### src/rtl/result_uart_tx_pkg.sv
// Shared definitions for the result UART transmitter: FSM encoding,
// payload geometry and the default frame-group header.
package result_uart_tx_pkg;

  localparam int unsigned STATE_W = 3;

  localparam logic [STATE_W-1:0] ST_IDLE  = 3'd0;
  localparam logic [STATE_W-1:0] ST_START = 3'd1;
  localparam logic [STATE_W-1:0] ST_DATA  = 3'd2;
  localparam logic [STATE_W-1:0] ST_STOP  = 3'd3;
  localparam logic [STATE_W-1:0] ST_DONE  = 3'd4;

  localparam int unsigned PAYLOAD_BYTES = 7;
  localparam int unsigned PAYLOAD_W     = PAYLOAD_BYTES * 8;
  localparam logic [2:0]  LAST_BYTE_IDX = 3'd6;

  localparam logic [7:0] DEFAULT_HEADER_BYTE = 8'hA5;

  // Payload is packed first-byte-first in the top bits, so the byte on the
  // wire is always the top byte of the (left-shifting) payload register.
  function automatic logic [PAYLOAD_W-1:0] build_payload(
    input logic [7:0]  header,
    input logic [31:0] tc,
    input logic [15:0] kv
  );
    return {header, tc, kv};
  endfunction

endpackage

### src/rtl/result_uart_tx_baud_tick_gen.sv
// Baud timing: counts 0..CLKS_PER_BIT-1 while enabled and pulses tick on
// the last cycle of each bit period.
module baud_tick_gen #(
  parameter int unsigned CLKS_PER_BIT = 434
) (
  input  logic clk,
  input  logic rst_n,
  input  logic enable,
  input  logic clear,
  output logic tick
);

  localparam int unsigned CNT_W = $clog2(CLKS_PER_BIT);
  localparam logic [CNT_W-1:0] CNT_MAX = CNT_W'(CLKS_PER_BIT - 1);

  logic [CNT_W-1:0] cnt;

  assign tick = enable && (cnt == CNT_MAX);

  // Bit-period counter; clear has priority so each bit starts from zero.
  always_ff @(posedge clk or negedge rst_n) begin
    if (!rst_n) begin
      cnt <= '0;
    end else if (clear) begin
      cnt <= '0;
    end else if (enable) begin
      if (cnt == CNT_MAX) cnt <= '0;
      else                cnt <= cnt + 1'b1;
    end
  end

endmodule

### src/rtl/result_uart_tx.sv
// Sends a 7-byte result group (header, trans_count, k_val) as back-to-back
// 8N1 UART characters, then pulses txFinish for one cycle.
module result_uart_tx
  import result_uart_tx_pkg::*;
#(
  parameter int unsigned CLKS_PER_BIT = 434,
  parameter logic [7:0]  HEADER_BYTE  = DEFAULT_HEADER_BYTE
) (
  input  logic        clk,
  input  logic        rst_n,
  input  logic        start_tx,
  input  logic [31:0] trans_count,
  input  logic [15:0] k_val,
  output logic        tx,
  output logic        busy,
  output logic        txFinish
);

  logic [STATE_W-1:0]   state;
  logic [2:0]           bit_idx;
  logic [2:0]           byte_idx;
  logic [PAYLOAD_W-1:0] payload_q;
  logic [7:0]           cur_byte;
  logic                 accept;
  logic                 baud_tick;
  logic                 next_byte;

  assign busy     = (state == ST_START) || (state == ST_DATA) || (state == ST_STOP);
  assign txFinish = (state == ST_DONE);
  // DONE is also a legal accept point so groups can run back-to-back.
  assign accept   = start_tx && ((state == ST_IDLE) || (state == ST_DONE));
  assign cur_byte = payload_q[PAYLOAD_W-1 -: 8];
  assign next_byte = (state == ST_STOP) && baud_tick && (byte_idx < LAST_BYTE_IDX);

  baud_tick_gen #(
    .CLKS_PER_BIT (CLKS_PER_BIT)
  ) u_baud (
    .clk    (clk),
    .rst_n  (rst_n),
    .enable (busy),
    .clear  (!busy),
    .tick   (baud_tick)
  );

  // Payload snapshot on accept; shifts one byte left as each stop bit ends.
  always_ff @(posedge clk) begin
    if (accept) begin
      payload_q <= build_payload(HEADER_BYTE, trans_count, k_val);
    end else if (next_byte) begin
      payload_q <= {payload_q[PAYLOAD_W-9:0], 8'h00};
    end
  end

  // Framing FSM; tx is registered so every bit edge lines up with a state edge.
  always_ff @(posedge clk or negedge rst_n) begin
    if (!rst_n) begin
      state    <= ST_IDLE;
      bit_idx  <= 3'd0;
      byte_idx <= 3'd0;
      tx       <= 1'b1;
    end else begin
      case (state)
        ST_IDLE, ST_DONE: begin
          bit_idx  <= 3'd0;
          byte_idx <= 3'd0;
          if (start_tx) begin
            state <= ST_START;
            tx    <= 1'b0;
          end else begin
            state <= ST_IDLE;
            tx    <= 1'b1;
          end
        end
        ST_START: begin
          if (baud_tick) begin
            state   <= ST_DATA;
            bit_idx <= 3'd0;
            tx      <= cur_byte[0];
          end
        end
        ST_DATA: begin
          if (baud_tick) begin
            if (bit_idx == 3'd7) begin
              state <= ST_STOP;
              tx    <= 1'b1;
            end else begin
              bit_idx <= bit_idx + 3'd1;
              tx      <= cur_byte[bit_idx + 3'd1];
            end
          end
        end
        ST_STOP: begin
          if (baud_tick) begin
            bit_idx <= 3'd0;
            if (byte_idx < LAST_BYTE_IDX) begin
              byte_idx <= byte_idx + 3'd1;
              state    <= ST_START;
              tx       <= 1'b0;
            end else begin
              byte_idx <= 3'd0;
              state    <= ST_DONE;
              tx       <= 1'b1;
            end
          end
        end
        default: begin
          state    <= ST_IDLE;
          bit_idx  <= 3'd0;
          byte_idx <= 3'd0;
          tx       <= 1'b1;
        end
      endcase
    end
  end

endmodule

### config.mk
export PLATFORM = sky130hd
export DESIGN_NAME = result_uart_tx
export DESIGN_NICKNAME = d
export VERILOG_FILES = /design/src/rtl/result_uart_tx_pkg.sv /design/src/rtl/result_uart_tx_baud_tick_gen.sv /design/src/rtl/result_uart_tx.sv
export SDC_FILE = /design/constraint.sdc
export NUM_CORES = 1
export LEC_CHECK = 0
export ABC_AREA = 1
export ABC_CLOCK_PERIOD_IN_PS = 3750
export CORE_ASPECT_RATIO = 0.7
export CORE_MARGIN = 2
export CORE_UTILIZATION = 50
export CTS_CLUSTER_SIZE = 25
export DETAILED_ROUTE_END_ITERATION = 16
export PLACE_DENSITY = 0.85
export SLEW_MARGIN = 20
export SYNTH_ARGS = -nofsm -noshare
export SYNTH_HDL_FRONTEND = slang
export SYNTH_SLANG_ARGS = --single-unit
### constraint.sdc
create_clock -name clk -period 3.75 [get_ports clk]
set_input_delay 0.75 -clock clk [delete_from_list [all_inputs] [get_ports clk]]
set_output_delay 0.75 -clock clk [all_outputs]
set_load 0.03 [all_outputs]
==> metrics.yaml <==
synth:
  ys_seq_elements: 75
  synth_area_leaders: "edfxtp_1, nand2_1, dfrtp_1"
  ys.warnings.count: 0
  avgSynthCellArea_um2: 9.20
  yosys.area.top_type: "edfxtp_1"
  synth.cell_area_um2: 3410
  synth_top_area_share_pct: 42.3
  syn_inst: 370
  synthesis.nets: 426
  synthDistinctLibCells: 28
  seq_area_frac_synth_pct: 61.0
clocking:
  cts_setup_buffers: 0
  cts_tree: "yes"
  clock_latency_ns: 0.34
  cts-root-buf: "clkbuf_8"
  cts.repair.resized: 0
  cts_buffer_depth: 2
  cts-htree-levels: 3
  numCtsBuffers: 9
  hold_buffers: 0
  cts.clk_slew.worst_paths_ns: 0.08
  clkSinkCount: 75
timing:
  setup_tns_ns: 0
  slew_violations: 0
  min_period_ns: 2.63
  rsz0062_at_grt: "no"
  finalClockSkew_ns: 0.00907
  whs_ns: 0.467
  worst_slew_pin_slew_ns: 0.859
  clock.fmax_ghz: 0.381
  finalSetupViolCount: 0
  slew_headroom_pct: 42.5
  finalCritPeriodShare_pct: 70.0
  hold_viol: 0
job:
  max_cap_viol_count: 0
power:
  power_frac_clock_pct: 36.3
  ir_drop_v: 0.000225
  leakage_nw: 1.68
  power.density_nw_per_um2: 350
  pwr-share-seq_pct: 59.5
  power.internal_mw: 1.15
  combPwrFrac_pct: 4.1
  p_switching_mw: 0.309
  p_sw_share_pct: 21.2
global_routing:
  grt_pass1_wl_um: 10600
  grt_max_degree: 59
  busiest_layer: "met2"
  grt_antenna_before_repair: 0
  met1_usage_pct: 23.4
  grtUsageTotal_pct: 18.7
  overflow: 0
  grt_use_met3_pct: 5.65
  grt_pass1_vias: 2484
  grt_util_met2_pct: 31.0
floorplan:
  die_y_um: 73.1
  initial_core_util_pct: 51.1
  placementRows: 25
  io_pins: 54
  die_x_um: 103
  dieArea_um2: 7500
  core_area_um2: 6660
placed_design:
  gp_congestion: 0.841
  dpl.hpwl_um: 4520
  port_buffers: 53
worst_setup_path:
  cp_slowest_cell: "clkdlybuf4s50_1"
  path_delay_family: "buffers and inverters"
  cp_data_arrival_time_ns: 1.88
  start_kind: "flop"
  timing.rr.start: "u_baud.cnt[1]"
  r2r_slack_ns: 1.35
  worst-path-buf-inv: 3
  cpPeakStageDelay_ns: 0.67
  r2r_cells: 9
  crit_type: "reg -> out"
  crit_path_end_kind: "output port"
  cp.required_ns: 3.00
  r2r-end: "payload_q[17]"
  worstPathCellList: "nor2_1 > inv_1 > nand2_2 > inv_2 > clkdlybuf4s50_1"
  cp_max_fo: 5
cells_and_area:
  synthToLayoutAreaGrowth_pct: 22.7
  layout-drive-gt1-share_pct: 9.74
  fillCellCount: 551
  final_nets: 482
  diodes: 0
  mostFrequentLayoutCell: "nand2_1"
  final_cell_mix: "nand2_1, clkdlybuf4s50_1, edfxtp_1"
route:
  first_pass_iters: 5
  vias: 2567
  wl_per_cell_um: 12.3
  drt-initial-drc-count: 129
  drc: 0
  vias_per_cell: 4.89
  postRouteAntennaNets: 0
  totalWireLength_um: 6430
status:
  status: "complete, no violations"
hold_path:
  hp-start: "payload_q[47]"
  holdCritPathClass: "reg -> reg"
  holdPathEnd: "payload_q[55]"
  hold_depth: 2
worst min-delay path, stage by stage, from the launching register on:
cell      delay, ns
edfxtp_1       0.33
nand2_1        0.05
nand3_1        0.06
cell usage after synthesis:
| cell | n |
|---|---|
| o21ai_1 | 4 |
| buf_4 | 2 |
| nor3_4 | 2 |
| inv_1 | 23 |
| buf_6 | 2 |
| inv_2 | 5 |
| nand2_4 | 1 |
| buf_2 | 6 |
| ha_1 | 5 |
| nand4_1 | 2 |
| dfrtp_1 | 18 |
| a31o_2 | 1 |
| nor2_2 | 1 |
| nand3_1 | 19 |
| nand2_2 | 4 |
| nand2_1 | 163 |
| a21oi_1 | 6 |
| a21oi_2 | 2 |
| dfstp_2 | 1 |
| nor3_1 | 5 |
| clkbuf_1 | 1 |
| nor2_4 | 2 |
| nor2_1 | 32 |
| xor2_1 | 1 |
| dfxtp_1 | 8 |
| o21ai_2 | 3 |
| o21ai_0 | 3 |
| edfxtp_1 | 48 |
final cells by class:
| class | count | area, µm² | share of cell area (%) |
|---|---|---|---|
| Multi-Input combinational cell | 256 | 1160 | 27.7 |
| Clock buffer | 9 | 124 | 2.96 |
| Inverter | 28 | 105 | 2.51 |
| Sequential cell | 75 | 2080 | 49.7 |
| Timing Repair Buffer | 56 | 553 | 13.2 |
| Tap cell | 94 | 118 | 2.81 |
| Clock inverter | 7 | 45.0 | 1.08 |
kinds of logic (layout without fill, tap and decap cells):
group,after synthesis,count (layout),synth area share (%)
xor+xnor,1,1,0.257
buf+inv,39,100,5.18
flops,75,75,61.0
compound gates,19,19,3.45
fa+ha+maj,5,5,1.84
simple gates,231,231,28.3
flip-flops by register name, summed over array words and instances, names as in the netlist:
register    cells
bit_idx         3
byte_idx        3
payload_q      56
state           3
tx              1
u_baud.cnt      9
layer usage:
layer  up-vias  routed length [µm]  share of wire, %
met5         -                   0                 0
met2        69                3070                48
met4         0                  99               1.5
met1      1194                2890                45
li1       1296                   -                 -
met3         8                 368               5.7
power by group through the flow:
stage / Combinational, mW / Sequential (mW) / Clock, mW
finish: 0.0605 / 0.870 / 0.531
global route: 0.0646 / 0.870 / 0.575
CTS: 0.0613 / 0.870 / 0.547
detailed placement: 0.0610 / 0.888 / 0
global placement: 0.0617 / 0.888 / 0
floorplan: 0.00157 / 0.888 / 0
per-stage QoR:
stage               setup WS, ns  total power, mW  area, µm²  util, %  std cells
floorplan                   1.15            0.890       3410        -        370
CTS                         1.12             1.48       4180     62.7        525
detailed placement          1.20            0.949       4010     60.2        509
global route                1.05             1.51       4180     62.7        525
global placement            1.25            0.950       4010     60.2        509
finish                      1.12             1.46       4180     62.7        525
worst max path at each step:
stage	from	end	slack [ns]	depth (start not counted)
after global routing	state[0]	busy	1.05	5
after CTS	state[0]	busy	1.12	5
after global placement	start_tx	payload_q[19]	1.25	7
after detailed placement	start_tx	payload_q[17]	1.20	7
final	state[0]	busy	1.12	5
after floorplan	start_tx	payload_q[0]	1.15	4
Note: power is estimated with default switching activity, not from simulation.
